## config.mk

```make
export PLATFORM = sky130hd
export DESIGN_NAME = sdram_refresh_arbiter
export DESIGN_NICKNAME = d
export VERILOG_FILES = /design/src/rtl/sdram_refresh_arbiter.sv
export SDC_FILE = /design/constraint.sdc
export NUM_CORES = 1
export LEC_CHECK = 0
export ABC_AREA = 1
export CAP_MARGIN = 40
export CORE_UTILIZATION = 35
export DETAILED_ROUTE_END_ITERATION = 12
export GPL_TIMING_DRIVEN = 0
export RECOVER_POWER = 50
export SLEW_MARGIN = 10
export SYNTH_ARGS = -nofsm -noshare
export SYNTH_HDL_FRONTEND = slang
export SYNTH_SLANG_ARGS = --single-unit
```

## constraint.sdc

```tcl
create_clock -name CLK -period 2.45 [get_ports CLK]
set_input_delay 0.49 -clock CLK [delete_from_list [all_inputs] [get_ports CLK]]
set_output_delay 0.49 -clock CLK [all_outputs]
set_load 0.01 [all_outputs]
```

## src/rtl/sdram_refresh_arbiter.sv

```systemverilog
// SDRAM power-up init sequencer, periodic auto-refresh scheduler and command-path
// arbiter between Zorro III RAM accesses and refresh.
module sdram_refresh_arbiter #(
    parameter int INIT_WAIT_CYCLES = 2500,
    parameter int CMD_GAP          = 4,
    parameter int INIT_REFRESHES   = 8,
    parameter int REFRESH_INTERVAL = 195,
    parameter int MAX_PENDING      = 7
) (
    input  logic       CLK,
    input  logic       RESET_n,
    input  logic       access_req,
    input  logic       access_done,
    input  logic       refresh_done,
    output logic [1:0] cmd,
    output logic       cmd_valid,
    output logic       access_grant,
    output logic       ready,
    output logic [2:0] pending,
    output logic       overflow
);

    localparam int WAIT_MAX = (INIT_WAIT_CYCLES > CMD_GAP) ? INIT_WAIT_CYCLES : CMD_GAP;
    localparam int WAIT_W   = $clog2(WAIT_MAX + 1);
    localparam int REF_W    = $clog2(INIT_REFRESHES + 1);
    localparam int TMR_W    = $clog2(REFRESH_INTERVAL + 1);

    localparam logic [WAIT_W-1:0] WAIT_LAST = WAIT_W'(INIT_WAIT_CYCLES - 1);
    localparam logic [WAIT_W-1:0] GAP_LAST  = WAIT_W'(CMD_GAP - 1);
    localparam logic [WAIT_W-1:0] WAIT_ONE  = WAIT_W'(1'b1);
    localparam logic [REF_W-1:0]  REF_LAST  = REF_W'(INIT_REFRESHES - 1);
    localparam logic [REF_W-1:0]  REF_ONE   = REF_W'(1'b1);
    localparam logic [TMR_W-1:0]  TMR_LAST  = TMR_W'(REFRESH_INTERVAL - 1);
    localparam logic [TMR_W-1:0]  TMR_ONE   = TMR_W'(1'b1);
    localparam logic [2:0]        PEND_MAX  = 3'(MAX_PENDING);

    localparam logic [1:0] CMD_NOP  = 2'b00;
    localparam logic [1:0] CMD_PRE  = 2'b01;
    localparam logic [1:0] CMD_AREF = 2'b10;
    localparam logic [1:0] CMD_MRS  = 2'b11;

    typedef enum logic [2:0] {
        ST_INIT_WAIT = 3'd0,
        ST_INIT_PRE  = 3'd1,
        ST_INIT_REF  = 3'd2,
        ST_INIT_MODE = 3'd3,
        ST_IDLE      = 3'd4,
        ST_ACCESS    = 3'd5,
        ST_REFRESH   = 3'd6
    } state_t;

    state_t            state_r;
    state_t            state_next_s;
    logic [WAIT_W-1:0] wait_cnt_r;
    logic [WAIT_W-1:0] wait_cnt_next_s;
    logic [REF_W-1:0]  ref_cnt_r;
    logic [REF_W-1:0]  ref_cnt_next_s;
    logic [TMR_W-1:0]  tmr_r;
    logic [2:0]        pending_r;
    logic [2:0]        pending_next_s;
    logic              overflow_r;
    logic              overflow_next_s;
    logic              rearm_r;
    logic [1:0]        cmd_r;
    logic [1:0]        cmd_next_s;
    logic              cmd_valid_r;
    logic              cmd_valid_next_s;
    logic              grant_r;
    logic              grant_next_s;
    logic              ready_r;
    logic              ready_next_s;
    logic              done_ok_s;
    logic              tick_s;
    logic              retire_s;
    logic              grant_take_s;

    // A completion in the strobe cycle itself cannot belong to the command just issued.
    assign done_ok_s    = refresh_done & ~cmd_valid_r;
    assign tick_s       = ready_r & (tmr_r == TMR_LAST);
    assign retire_s     = (state_r == ST_REFRESH) & done_ok_s;
    assign grant_take_s = (state_r == ST_IDLE) & (state_next_s == ST_ACCESS);

    // State register and registered FSM outputs
    always_ff @(posedge CLK) begin
        if (!RESET_n) begin
            state_r     <= ST_INIT_WAIT;
            wait_cnt_r  <= {WAIT_W{1'b0}};
            ref_cnt_r   <= {REF_W{1'b0}};
            cmd_r       <= CMD_NOP;
            cmd_valid_r <= 1'b0;
            grant_r     <= 1'b0;
            ready_r     <= 1'b0;
        end else begin
            state_r     <= state_next_s;
            wait_cnt_r  <= wait_cnt_next_s;
            ref_cnt_r   <= ref_cnt_next_s;
            cmd_r       <= cmd_next_s;
            cmd_valid_r <= cmd_valid_next_s;
            grant_r     <= grant_next_s;
            ready_r     <= ready_next_s;
        end
    end

    // Next-state decode, including the IDLE arbitration priority
    always_comb begin
        state_next_s = state_r;
        case (state_r)
            ST_INIT_WAIT: begin
                if (wait_cnt_r == WAIT_LAST) state_next_s = ST_INIT_PRE;
                else                         state_next_s = state_r;
            end
            ST_INIT_PRE: begin
                if (wait_cnt_r == GAP_LAST) state_next_s = ST_INIT_REF;
                else                        state_next_s = state_r;
            end
            ST_INIT_REF: begin
                if (done_ok_s && (ref_cnt_r == REF_LAST)) state_next_s = ST_INIT_MODE;
                else                                       state_next_s = state_r;
            end
            ST_INIT_MODE: begin
                if (wait_cnt_r == GAP_LAST) state_next_s = ST_IDLE;
                else                        state_next_s = state_r;
            end
            ST_IDLE: begin
                if (pending_r == PEND_MAX)         state_next_s = ST_REFRESH;
                else if (access_req && rearm_r)    state_next_s = ST_ACCESS;
                else if (pending_r != 3'd0)        state_next_s = ST_REFRESH;
                else                               state_next_s = ST_IDLE;
            end
            ST_ACCESS: begin
                if (access_done) state_next_s = ST_IDLE;
                else             state_next_s = state_r;
            end
            ST_REFRESH: begin
                if (done_ok_s) state_next_s = ST_IDLE;
                else           state_next_s = state_r;
            end
            default: state_next_s = ST_INIT_WAIT;
        endcase
    end

    // Output and sequencing-counter next values; commands strobe on state entry
    always_comb begin
        cmd_next_s       = cmd_r;
        cmd_valid_next_s = 1'b0;
        grant_next_s     = grant_r;
        ready_next_s     = ready_r;
        wait_cnt_next_s  = wait_cnt_r;
        ref_cnt_next_s   = ref_cnt_r;
        case (state_r)
            ST_INIT_WAIT: begin
                if (state_next_s == ST_INIT_PRE) begin
                    wait_cnt_next_s  = {WAIT_W{1'b0}};
                    cmd_next_s       = CMD_PRE;
                    cmd_valid_next_s = 1'b1;
                end else begin
                    wait_cnt_next_s  = wait_cnt_r + WAIT_ONE;
                end
            end
            ST_INIT_PRE: begin
                if (state_next_s == ST_INIT_REF) begin
                    wait_cnt_next_s  = {WAIT_W{1'b0}};
                    ref_cnt_next_s   = {REF_W{1'b0}};
                    cmd_next_s       = CMD_AREF;
                    cmd_valid_next_s = 1'b1;
                end else begin
                    wait_cnt_next_s  = wait_cnt_r + WAIT_ONE;
                end
            end
            ST_INIT_REF: begin
                if (state_next_s == ST_INIT_MODE) begin
                    wait_cnt_next_s  = {WAIT_W{1'b0}};
                    cmd_next_s       = CMD_MRS;
                    cmd_valid_next_s = 1'b1;
                end else if (done_ok_s) begin
                    ref_cnt_next_s   = ref_cnt_r + REF_ONE;
                    cmd_next_s       = CMD_AREF;
                    cmd_valid_next_s = 1'b1;
                end else begin
                    ref_cnt_next_s   = ref_cnt_r;
                end
            end
            ST_INIT_MODE: begin
                if (state_next_s == ST_IDLE) begin
                    wait_cnt_next_s = {WAIT_W{1'b0}};
                    ready_next_s    = 1'b1;
                end else begin
                    wait_cnt_next_s = wait_cnt_r + WAIT_ONE;
                end
            end
            ST_IDLE: begin
                if (state_next_s == ST_REFRESH) begin
                    cmd_next_s       = CMD_AREF;
                    cmd_valid_next_s = 1'b1;
                end else if (state_next_s == ST_ACCESS) begin
                    grant_next_s     = 1'b1;
                end else begin
                    grant_next_s     = 1'b0;
                end
            end
            ST_ACCESS: begin
                if (state_next_s == ST_IDLE) grant_next_s = 1'b0;
                else                         grant_next_s = 1'b1;
            end
            ST_REFRESH: cmd_valid_next_s = 1'b0;
            default: begin
                cmd_valid_next_s = 1'b0;
                grant_next_s     = 1'b0;
            end
        endcase
    end

    // Pending-refresh bookkeeping: a tick and a retire in the same clock cancel out
    always_comb begin
        pending_next_s  = pending_r;
        overflow_next_s = overflow_r;
        if (tick_s && !retire_s) begin
            if (pending_r == PEND_MAX) overflow_next_s = 1'b1;
            else                       pending_next_s  = pending_r + 3'd1;
        end else if (retire_s && !tick_s) begin
            pending_next_s = pending_r - 3'd1;
        end else begin
            pending_next_s = pending_r;
        end
    end

    // Refresh interval timer, pending counter, sticky overflow and per-Z3-cycle rearm
    always_ff @(posedge CLK) begin
        if (!RESET_n) begin
            tmr_r      <= {TMR_W{1'b0}};
            pending_r  <= 3'd0;
            overflow_r <= 1'b0;
            rearm_r    <= 1'b1;
        end else begin
            if (!ready_r)              tmr_r <= {TMR_W{1'b0}};
            else if (tmr_r == TMR_LAST) tmr_r <= {TMR_W{1'b0}};
            else                       tmr_r <= tmr_r + TMR_ONE;
            pending_r  <= pending_next_s;
            overflow_r <= overflow_next_s;
            if (grant_take_s)     rearm_r <= 1'b0;
            else if (!access_req) rearm_r <= 1'b1;
            else                  rearm_r <= rearm_r;
        end
    end

    assign cmd          = cmd_r;
    assign cmd_valid    = cmd_valid_r;
    assign access_grant = grant_r;
    assign ready        = ready_r;
    assign pending      = pending_r;
    assign overflow     = overflow_r;

endmodule

```

**Word level (Yosys, flattened, before mapping)**

Index checks and enable logic that the tools add are counted.

- Flip-flop bits (word level): 37
- Bits of input ports: 5

- Mux-type cells: 40
- Equality and inequality tests: 27
- Add/subtract/negate cells: 5
- Bitwise gates (word level): 8
- Reduce and logical (&&, ||, !) cells: 21

Operators by type and width:

| kind | count |
|---|---|
| 2-to-1 mux 12 bit | 4 |
| one-hot mux 12 bit (4 select lines) | 1 |
| 2-to-1 mux 3 bit | 9 |
| equality test 3 bit (second input constant) | 7 |
| one-hot mux 3 bit (7 select lines) | 1 |
| 2-to-1 mux 2 bit | 8 |
| != test 2 bit (second input constant) | 7 |
| adder 12 x 1 -> 12 bit (second input constant) | 1 |
| equality test 12 bit (second input constant) | 1 |
| equality test 12 x 2 -> 1 bit (second input constant) | 1 |
| equality test 3 x 2 -> 1 bit (second input constant) | 4 |
| 2-to-1 mux 4 bit | 3 |
| 2-to-1 mux 1 bit | 10 |
| AND reduction 2 bit | 5 |
| adder 8 x 1 -> 8 bit (second input constant) | 1 |
| equality test 8 bit (second input constant) | 1 |
| one-hot mux 2 bit (4 select lines) | 1 |
| one-hot mux 4 bit (2 select lines) | 1 |
| nonzero test 4 bit | 2 |
| equality test 3 x 1 -> 1 bit (second input constant) | 2 |
| AND reduction 5 bit | 1 |
| OR reduction 5 bit | 1 |
| adder 4 x 1 -> 4 bit (second input constant) | 1 |
| AND 1 bit | 4 |
| 15 further kinds | 24 |

**Depth between registers and ports, before layout**

Gate-level depths: netlist (run 1).

- Depth in word-level cells: 9
- Depth in mapped cells: 13

**Worst setup path after synthesis (run 1)**

OpenSTA, ideal clock, no wires.

- Path type: flip-flop to flip-flop
- Start point: register tmr_r[0]
- End point: register pending_r[2] (netlist: pending[2])
- Stages on the path, launching flop included: 11
- Setup slack: 0.675 ns
- Arrival: 1.660 ns
- Clock period less this slack: 1.775 ns
- Cell sequence: dfxtp_1 -> inv_1 -> ha_1 -> nand4_1 -> nor2_1 -> nand3_1 -> fa_1 -> xnor2_1 -> inv_1 -> a21oi_1 -> nor2_1

- Cells in the longest elaborated chain, start to end: 6
- Elaborated cells on any way between the ends: 9

RTL lines:

| what | RTL line | text |
|---|---|---|
| start, declared | 58 | `logic [TMR_W-1:0] tmr_r;` |
| start signal, assigned | 230 | `tmr_r <= {TMR_W{1'b0}};` |
| start signal, assigned | 235 | `if (!ready_r) tmr_r <= {TMR_W{1'b0}};` |
| start signal, assigned | 236 | `else if (tmr_r == TMR_LAST) tmr_r <= {TMR_W{1'b0}};` |
| equality test 8 bit (*) | 79 | `assign tick_s = ready_r & (tmr_r == TMR_LAST);` |
| AND 1 bit (*) | 79 |  |
| zero test 1 bit | 220 | `end else if (retire_s && !tick_s) begin` |
| logical AND 1 bit | 220 |  |
| nonzero test 2 bit (no line) | n/a |  |
| AND reduction 2 bit (no line) | n/a |  |
| end signal, assigned | 238 | `pending_r <= pending_next_s;` |
| end, declared | 59 | `logic [2:0] pending_r;` |

Mark *: on every way between the ends. The rest lies on a longest branch, timed or not.
A chain may end at the register's enable or synchronous reset.

**Worst setup path after layout (run 1)**

- Start point: input refresh_done
- End point: register pending_r[2] (netlist: pending[2])

- Cells in the longest elaborated chain, start to end: 6
- Elaborated cells on any way between the ends: 9

RTL lines:

| what | RTL line | text |
|---|---|---|
| start, declared | 14 | `input logic refresh_done,` |
| AND 1 bit (*) | 78 | `assign done_ok_s = refresh_done & ~cmd_valid_r;` |
| AND 1 bit (*) | 80 | `assign retire_s = (state_r == ST_REFRESH) & done_ok_s;` |
| zero test 1 bit | 217 | `if (tick_s && !retire_s) begin` |
| logical AND 1 bit | 217 |  |
| != test 2 bit (no line) / nonzero test 2 bit (equally long branches) | n/a |  |
| AND reduction 2 bit (no line) | n/a |  |

Marks and branches as above.

==> impl_metrics.py, run 1 <==
metrics = {
    "synth": {
        "synth_top_family_by_area": "simple AND/OR/NAND/NOR gates",
        "ys_async_sr_fraction": 0,
        "synth-edff-count": 0,
        "synth_area_leaders": "dfxtp_1 35%, nand2_1 11%, nor2_1 9.2%, inv_1 6.0%, nand3_1 5.9%",
        "yosysTopAreaCell": "dfxtp_1",
        "synth_top_area_share": 0.3503,
        "synthAdderAreaFrac": 0.03314,
        "synth_mux_area_frac": 0,
        "synth-simple-area-share": 0.3858,
        "syn_nets": 320,
        "ys_seq_elements": 37,
        "avgSynthCellArea_um2": 6.821,
        "synth_cells": 310,
        "synth-compound-area-share": 0.07751,
        "ys_seq_area_frac": 0.3503,
        "yosys.area_share.xor_xnor": 0.05799,
        "yosysWarningCount": 0,
        "yosysUniqueCellTypes": 32,
        "synth_top_flop_cell": "dfxtp_1",
        "syn_area_um2": 2115,
    },
    "critical_path": {
        "worstPathRequired_ps": 2650,
        "worstPathMaxFanout": 4,
        "reg2reg_depth": 10,
        "r2r_end": "pending[2]",
        "start_kind": "input port",
        "max_stage_delay_ps": 430,
        "endpoint_kind": "register",
        "worstPathBufferInverterCount": 3,
        "crit_chain": "clkdlybuf4s50_1 -> nand2_1 -> inv_1 -> nand3_1 -> nand3_1 -> fa_1 -> xnor2_1 -> inv_1 -> a21oi_1 -> nor2_1",
        "cp.arrival_ps": 2240,
        "r2r_start": "tmr_r[0]",
        "cp_slowest_cell": "fa_1",
        "cpLargestDelayFamily": "buffers and inverters",
        "reg2reg_slack_ps": 500,
        "crit_type": "in2reg",
    },
    "final_layout": {
        "final_area_um2": 2464,
        "final_core_util": 0.4341,
        "diodes": 0,
        "final_cell_mix": "64 x nand2_1, 52 x nor2_1, 37 x dfxtp_1",
        "final_layout_size_suffix_gt1_frac": 0.08761,
        "final_nets": 340,
        "final_common_cell": "nand2_1",
        "syn_to_final_growth_pct": 16.51,
    },
    "sta": {
        "worst_pin_slew_ps": 547.1,
        "grt_setup_unrepaired": "no",
        "min_period_ps": 2039,
        "slew_headroom": 0.6353,
        "hold_viol_final": 0,
        "fin_ws_ps": 411.2,
        "period_share": 0.8321,
        "totalNegativeSetupSlack_ps": 0,
        "setup_viol": 0,
        "slew_viol_final": 0,
        "fmax_mhz": 490.5,
        "fin_skew_ps": 8.400,
    },
    "detailed_routing": {
        "drtAntennaViolNets": 0,
        "routedWlPerCell_um": 10.75,
        "route.final.wire_length_mm": 4.333,
        "drt_first_pass_iters": 4,
        "drcViolationCount": 0,
        "via_per_inst": 4.680,
        "drtIter0Drc": 69,
        "vias": 1886,
    },
    "status": {
        "status": "completed",
    },
    "clocking": {
        "clockBufferDepth": 2,
        "cts.htree.levels": 2,
        "clk_latency_ps": 290,
        "clock-root-buffer": "clkbuf_8",
        "cts.sinks": 37,
        "path_clk_slew_ps": 80,
        "cts_setup_buffers": 0,
        "cts_buffers": 5,
        "cts_tree": "built",
        "cts_resized": 0,
        "ctsHoldBuffers": 0,
    },
    "pwr": {
        "pwr-share-seq": 0.475,
        "p_leak_nw": 1.101,
        "p_switching_w": 0.0002561,
        "power.internal_w": 0.001029,
        "clock_power_share": 0.492,
        "p_per_area_nw_per_um2": 521.5,
        "combPwrFrac": 0.032,
        "sw_frac_of_total": 0.1993,
        "peakVddDrop_uv": 346.3,
    },
    "placement": {
        "port_buffers": 13,
        "placed_cell_area_um2": 2335,
        "gp_congestion": 0.8274,
        "place_ws_ps": 92.26,
        "hpwl_mm": 3.255,
    },
    "floorplanning": {
        "die_h_um": 79.73,
        "dieArea_um2": 6356,
        "core.rowCount": 27,
        "core_area_um2": 5675,
        "dieWidth_um": 79.73,
        "start_util": 0.3726,
        "pin_count": 14,
    },
    "grt": {
        "grt_max_degree": 13,
        "antenna_found_initial": 0,
        "grt_pass1_wl_mm": 7.355,
        "grt_pass1_vias": 1672,
        "grt_usage": 0.1497,
        "overflow": 0,
    },
    "min_path": {
        "hold_start": "tmr_r[0]",
        "hp-class": "reg2reg",
        "whs_path_depth": 1,
        "hold_end": "tmr_r[0]",
    },
    "run": {
        "cap_violations": 0,
    },
}
## power groups by stage
| stage | Clock (W) | Sequential (W) | Combinational [W] |
|---|---|---|---|
| after global routing | 0.000682 | 0.000612 | 0.0000483 |
| after floorplan | 0 | 0.000624 | 0.0000266 |
| after CTS | 0.000653 | 0.000611 | 0.0000426 |
| after global placement | 0 | 0.000625 | 0.0000422 |
| final | 0.000633 | 0.000611 | 0.0000414 |
| after detailed placement | 0 | 0.000625 | 0.0000424 |
## per-stage QoR
| step | cells | power, W | hold slack (ps) |
|---|---|---|---|
| after CTS | 403 | 0.001306 | 468.6 |
| after floorplan | 310 | 0.0006506 | 429.7 |
| final | 403 | 0.001285 | 468.0 |
| after detailed placement | 395 | 0.0006673 | 448.2 |
| after global placement | 395 | 0.0006669 | 448.2 |
| after global routing | 403 | 0.001342 | 487.9 |
## synthesized netlist by cell type (3+ instances only)
master / number
nand3_2: 3
inv_1: 34
o21ai_0: 5
nand2_1: 64
nor2_1: 52
xor2_1: 11
nand3b_1: 3
buf_6: 3
nand2_2: 3
dfxtp_1: 37
xnor2_1: 3
a21oi_1: 23
inv_2: 4
ha_1: 4
nand3_1: 25
nand4_1: 13
## worst reg2reg max path: stages, from the launching register on
cell and delay [ps]:
dfxtp_1 340, inv_1 60, ha_1 130, nand4_1 90, nor2_1 200, nand3_1 210, fa_1 430, xnor2_1 160
inv_1 70, a21oi_1 120, nor2_1 60
## cell families after synthesis
logic type	after synthesis
buf+inv	46
fa+ha+maj	5
flops	37
compound gates	32
simple gates	176
xor+xnor	14
## layout make-up
type	instances	area, um^2
clock buffer	5	68.82
buffer	8	58.81
fill	591	3212
clock inverter	3	65.06
multi-input combinational	227	1167
inverter	38	142.6
tap	72	90.09
timing repair buffer	13	130.1
sequential	37	740.7
## registers in the layout, indices dropped and copies added, names as in the netlist
signal / flops
ref_cnt_r: 4
ready: 1
tmr_r: 8
state_r: 3
wait_cnt_r: 12
pending: 3
overflow: 1
cmd_valid: 1
rearm_r: 1
cmd: 2
access_grant: 1
## per-layer routing
layer / global-route usage / vias to the layer above / part of all wire
met4: 0.06000 / 0 / 0.015
met1: 0.1898 / 837 / 0.52
met5: 0 / - / 0
met2: 0.2427 / 8 / 0.45
met3: 0.03429 / 7 / 0.018
li1: - / 1034 / -
## worst max path at each step
stage,from,to,slack (ps),depth (start not counted)
final,refresh_done,pending[2],410,10
after global routing,refresh_done,pending[2],240,11
after CTS,refresh_done,pending[2],420,10
after detailed placement,refresh_done,pending[2],90,10
after global placement,refresh_done,pending[2],100,10
after floorplan,tmr_r[0],pending[2],670,10
Note: power is estimated with default switching activity, not from simulation.
==> run 2, diff against run 1 <==
==> constraint.sdc (replaced) <==
create_clock -name CLK -period 2 [get_ports CLK]
set_input_delay 0.4 -clock CLK [delete_from_list [all_inputs] [get_ports CLK]]
set_output_delay 0.4 -clock CLK [all_outputs]
set_load 0.01 [all_outputs]
==> run 2 against run 1 <==
Net effect: critical path depth unchanged; non-clock buffer count up 1; final area is 0.91% higher; clock power grew 22%; die area unchanged; total power is 22% higher; wire length grew 0.46%; sequential share of layout area fell by 0.27 points.
==> impl_metrics.py, run 2 (same netlist as run 1, synthesis figures left out) <==
metrics = {
    "status": {
        "status": "completed",
    },
    "floorplanning": {
        "dieArea_um2": 6356,
        "start_util": 0.3726,
        "pin_count": 14,
        "core_area_um2": 5675,
        "core.rowCount": 27,
        "dieWidth_um": 79.73,
        "die_h_um": 79.73,
    },
    "clocking": {
        "cts.htree.levels": 2,
        "cts_tree": "built",
        "cts.sinks": 37,
        "cts_buffers": 5,
        "ctsHoldBuffers": 0,
        "path_clk_slew_ps": 80,
        "clock-root-buffer": "clkbuf_8",
        "clockBufferDepth": 2,
        "clk_latency_ps": 290,
    },
    "grt": {
        "overflow": 0,
        "antenna_found_initial": 0,
        "grt_pass1_vias": 1672,
        "grt_usage": 0.1497,
        "grt_max_degree": 13,
        "grt_pass1_wl_mm": 7.355,
    },
    "critical_path": {
        "crit_type": "reg2reg",
        "start_kind": "register",
        "r2r_start": "tmr_r[0]",
        "reg2reg_slack_ps": 160,
        "setup.worst_path.start": "tmr_r[0]",
        "cp.arrival_ps": 2030,
        "endpoint_kind": "register",
        "worstPathRequired_ps": 2200,
        "worstPathMaxFanout": 4,
        "reg2reg_depth": 10,
    },
    "final_layout": {
        "seqCellArea_um2": 740.7,
        "final_layout_size_suffix_gt1_frac": 0.1024,
        "num-fill-cells": 592,
        "syn_to_final_growth_pct": 17.57,
        "final_cell_mix": "64 x nand2_1, 52 x nor2_1, 37 x dfxtp_1",
        "final_nets": 341,
        "layout.cells.non_filler": 404,
        "multi_input_area_um2": 1182,
        "diodes": 0,
        "regMostFlops": "wait_cnt_r",
        "final_common_cell": "nand2_1",
        "largest_register_ffs": 12,
        "reg_top3": "wait_cnt_r (12), tmr_r (8), ref_cnt_r (4)",
    },
    "sta": {
        "totalNegativeSetupSlack_ps": 0,
        "fmax_mhz": 544.8,
        "hold_viol_final": 0,
        "setup_viol": 0,
        "grt_setup_unrepaired": "no",
        "period_share": 0.9177,
        "fin_ws_ps": 164.5,
        "hold_ws_ps": 468.0,
        "slew_headroom": 0.6357,
        "slew_viol_final": 0,
        "fin_skew_ps": 7.045,
        "worst_pin_slew_ps": 546.5,
        "min_period_ps": 1835,
    },
    "detailed_routing": {
        "route.final.wire_length_mm": 4.353,
        "routedWlPerCell_um": 10.77,
        "vias": 1897,
        "drtAntennaViolNets": 0,
        "drt_first_pass_iters": 4,
        "drcViolationCount": 0,
        "via_per_inst": 4.696,
        "drtIter0Drc": 79,
    },
    "pwr": {
        "p_leak_nw": 1.114,
        "peakVddDrop_uv": 424.3,
        "p_per_area_nw_per_um2": 633.1,
    },
    "placement": {
        "port_buffers": 13,
        "dp_cells": 395,
        "gp_congestion": 0.8274,
        "hpwl_mm": 3.255,
        "place_ws_ps": -267.7,
    },
    "min_path": {
        "whs_path_depth": 1,
        "hp-class": "reg2reg",
        "hold_start": "tmr_r[0]",
    },
    "run": {
        "cap_violations": 0,
    },
}
run 2: repair_timing:
item,4_1_cts,5_1_grt
buffers inserted,0,1
resized for setup,0,3
endpoints found under the setup margin,0,1
run 2: layer usage:
layer	share of wire	vias up	GRT usage
met5	0	-	0
met4	0.015	0	0.06000
met3	0.017	7	0.03429
met2	0.45	8	0.2427
met1	0.52	846	0.1898
li1	-	1036	-
run 2: worst max-delay path: stages, from the launching register on:
cell,delay (ps)
dfxtp_1,340
inv_1,60
ha_1,130
nand4_1,100
nor2_2,190
nand3_2,140
fa_1,390
xnor2_1,140
inv_1,70
a21oi_1,110
nor2_1,60
run 2: area by class of cell:
class,count,area share
multi-input combinational,227,0.4756
sequential,37,0.2979
inverter,38,0.05737
timing repair buffer,14,0.05536
tap,72,0.03624
clock buffer,5,0.02768
clock inverter,3,0.02617
buffer,8,0.02365
run 2: final timing paths:
| kind | to |
|---|---|
| max | pending[2] |
| min | tmr_r[0] |
| max reg2reg | pending[2] |
| min reg2reg | tmr_r[0] |
run 2: through the flow:
stage | power, W | utilization | cell area (um^2)
after global routing | 0.001645 | 0.4381 | 2486
final | 0.001574 | 0.4381 | 2486
after global placement | 0.0008170 | 0.4114 | 2335
after CTS | 0.001600 | 0.4350 | 2469
after detailed placement | 0.0008175 | 0.4114 | 2335
after floorplan | 0.0007970 | - | 2115
run 2: where the power goes:
| part | internal (W) | total [W] | leakage, nW | switching [W] |
|---|---|---|---|---|
| clock | 0.000496 | 0.000774 | 0.0681 | 0.000279 |
| sequential | 0.000742 | 0.000748 | 0.299 | 0.00000590 |
| combinational | 0.0000226 | 0.0000514 | 0.747 | 0.0000289 |
| total | 0.00126 | 0.00157 | 1.11 | 0.000313 |
==> run 3, diff against run 2 <==
--- a/config.mk
+++ b/config.mk
@@ -7,8 +7,10 @@
 export LEC_CHECK = 0
 export ABC_AREA = 1
 export CAP_MARGIN = 40
+export CORE_MARGIN = 5
 export CORE_UTILIZATION = 35
 export DETAILED_ROUTE_END_ITERATION = 12
+export GPL_ROUTABILITY_DRIVEN = 1
 export GPL_TIMING_DRIVEN = 0
 export RECOVER_POWER = 50
 export SLEW_MARGIN = 10
==> run 3 against run 2 <==
Net effect: critical path type is now in2reg; via count is 0.95% higher; final area is 1.7% lower; clock skew hardly changed.
==> impl_metrics.py, run 3 (same netlist as run 1, synthesis figures left out) <==
metrics = {
    "status": {
        "status": "completed",
    },
    "placement": {
        "dp_cells": 398,
        "port_buffers": 13,
        "placed_cell_area_um2": 2338,
        "place_ws_ps": -255.1,
        "gp_congestion": 0.8121,
        "hpwl_mm": 3.372,
    },
    "grt": {
        "overflow": 0,
        "grt_usage": 0.1318,
        "antenna_found_initial": 0,
        "grt_pass1_vias": 1825,
        "grt_max_degree": 13,
        "grt_pass1_wl_mm": 8.059,
    },
    "sta": {
        "slew_viol_final": 0,
        "fin_skew_ps": 7.307,
        "min_period_ps": 1843,
        "hold_ws_ps": 430.5,
        "fin_ws_ps": 156.9,
        "fmax_mhz": 542.6,
        "setup_viol": 0,
        "hold_viol_final": 0,
        "grt_setup_unrepaired": "no",
        "worst_pin_slew_ps": 560.1,
        "period_share": 0.9215,
        "slew_headroom": 0.6266,
    },
    "critical_path": {
        "reg2reg_depth": 10,
        "setup.worst_path.start": "refresh_done",
        "worstPathRequired_ps": 2190,
        "endpoint": "pending[2]",
        "r2r_start": "tmr_r[0]",
        "crit_type": "in2reg",
        "worstPathMaxFanout": 3,
        "cp.arrival_ps": 2030,
        "reg2reg_slack_ps": 160,
        "start_kind": "input port",
        "endpoint_kind": "register",
        "r2r_end": "pending[2]",
    },
    "run": {
        "cap_violations": 0,
    },
    "final_layout": {
        "largest_register_ffs": 12,
        "layout.cells.non_filler": 407,
        "final_nets": 341,
        "diodes": 0,
        "reg_top3": "wait_cnt_r (12), tmr_r (8), ref_cnt_r (4)",
        "final_common_cell": "nand2_1",
        "final_layout_size_suffix_gt1_frac": 0.1054,
        "syn_to_final_growth_pct": 15.56,
        "regMostFlops": "wait_cnt_r",
        "final_cell_mix": "64 x nand2_1, 52 x nor2_1, 36 x dfxtp_1",
        "final_area_um2": 2444,
    },
    "pwr": {
        "sw_frac_of_total": 0.2379,
        "peakVddDrop_uv": 367.1,
        "p_per_area_nw_per_um2": 540.0,
        "combPwrFrac": 0.039,
        "p_switching_w": 0.0003139,
        "p_leak_nw": 1.091,
        "power.internal_w": 0.001006,
        "pwr-share-seq": 0.567,
        "clock_power_share": 0.394,
        "power_w": 0.001319,
    },
    "clocking": {
        "cts_tree": "built",
        "cts.htree.levels": 2,
        "cts.sinks": 37,
        "path_clk_slew_ps": 80,
        "clock-root-buffer": "clkbuf_8",
        "cts_buffers": 5,
        "clockBufferDepth": 2,
        "clk_latency_ps": 290,
    },
    "detailed_routing": {
        "drtAntennaViolNets": 0,
        "vias": 1915,
        "routedWlPerCell_um": 11.10,
        "route.final.wire_length_mm": 4.518,
        "drcViolationCount": 0,
        "via_per_inst": 4.705,
        "drt_first_pass_iters": 4,
        "drtIter0Drc": 49,
    },
    "floorplanning": {
        "pin_count": 14,
        "dieArea_um2": 7696,
        "core_area_um2": 5886,
        "dieWidth_um": 87.73,
        "start_util": 0.3593,
        "die_h_um": 87.73,
        "core.rowCount": 28,
    },
    "min_path": {
        "whs_path_depth": 1,
        "hp-class": "reg2reg",
    },
}
## run 3: cell types whose count changed in the layout (fill, tap and decap cells not counted)
cell / before / now
clkinv_2: 1 / 2
bufinv_16: 2 / 0
clkinvlp_4: 0 / 1
dfxtp_2: 0 / 1
dfxtp_1: 37 / 36
## run 3: worst min path at each step
stage                     startpoint       end
final                       tmr_r[0]  tmr_r[0]
after global routing        tmr_r[0]  tmr_r[0]
after CTS                   tmr_r[0]  tmr_r[0]
after detailed placement    tmr_r[0]  tmr_r[0]
after global placement      tmr_r[0]  tmr_r[0]
after floorplan             tmr_r[0]  tmr_r[0]
## run 3: stage by stage
stage | TNS [ps] | util
after floorplan | 0 | -
after detailed placement | -1100 | 0.3973
after global placement | -885.7 | 0.3973
final | 0 | 0.4152
after global routing | 0 | 0.4152
after CTS | 0 | 0.4120
## run 3: layout make-up
type	count	area, um^2
Fill cell	651	3442
Multi-Input combinational cell	227	1182
Sequential cell	37	742.0
Inverter	38	142.6
Timing Repair Buffer	14	137.6
Tap cell	75	93.84
Clock buffer	5	68.82
Buffer	8	58.81
Clock inverter	3	17.52
## run 3: what timing repair did
item / CTS / global route
setup buffers: 0 / 1
hold buffers: 0 / 0
setup endpoints to repair: 0 / 2
resized for setup: 0 / 4
## run 3: power by group through the flow
| stage | clock network, W | registers (W) | logic (W) |
|---|---|---|---|
| after floorplan | 0 | 0.000764 | 0.0000326 |
| after global placement | 0 | 0.000765 | 0.0000520 |
| after detailed placement | 0 | 0.000765 | 0.0000531 |
| after CTS | 0.000540 | 0.000748 | 0.0000533 |
| after global routing | 0.000569 | 0.000749 | 0.0000578 |
| final | 0.000520 | 0.000748 | 0.0000515 |
## run 3: worst max-delay path, stage by stage
cell             delay, ps
clkdlybuf4s50_1        390
nand2_1                110
inv_1                   80
nand3_1                140
nand3_2                120
fa_1                   380
xnor2_1                160
inv_1                   70
a21oi_1                120
nor2_1                  60
## run 3: metal layers
layer  global-route usage  vias up  routed length [um]
met5                    0        -                   0
li1                     -     1035                   -
met2               0.2233       18                2074
met4              0.04603        0                  74
met1               0.1612      856                2246
met3              0.03481        6                 123
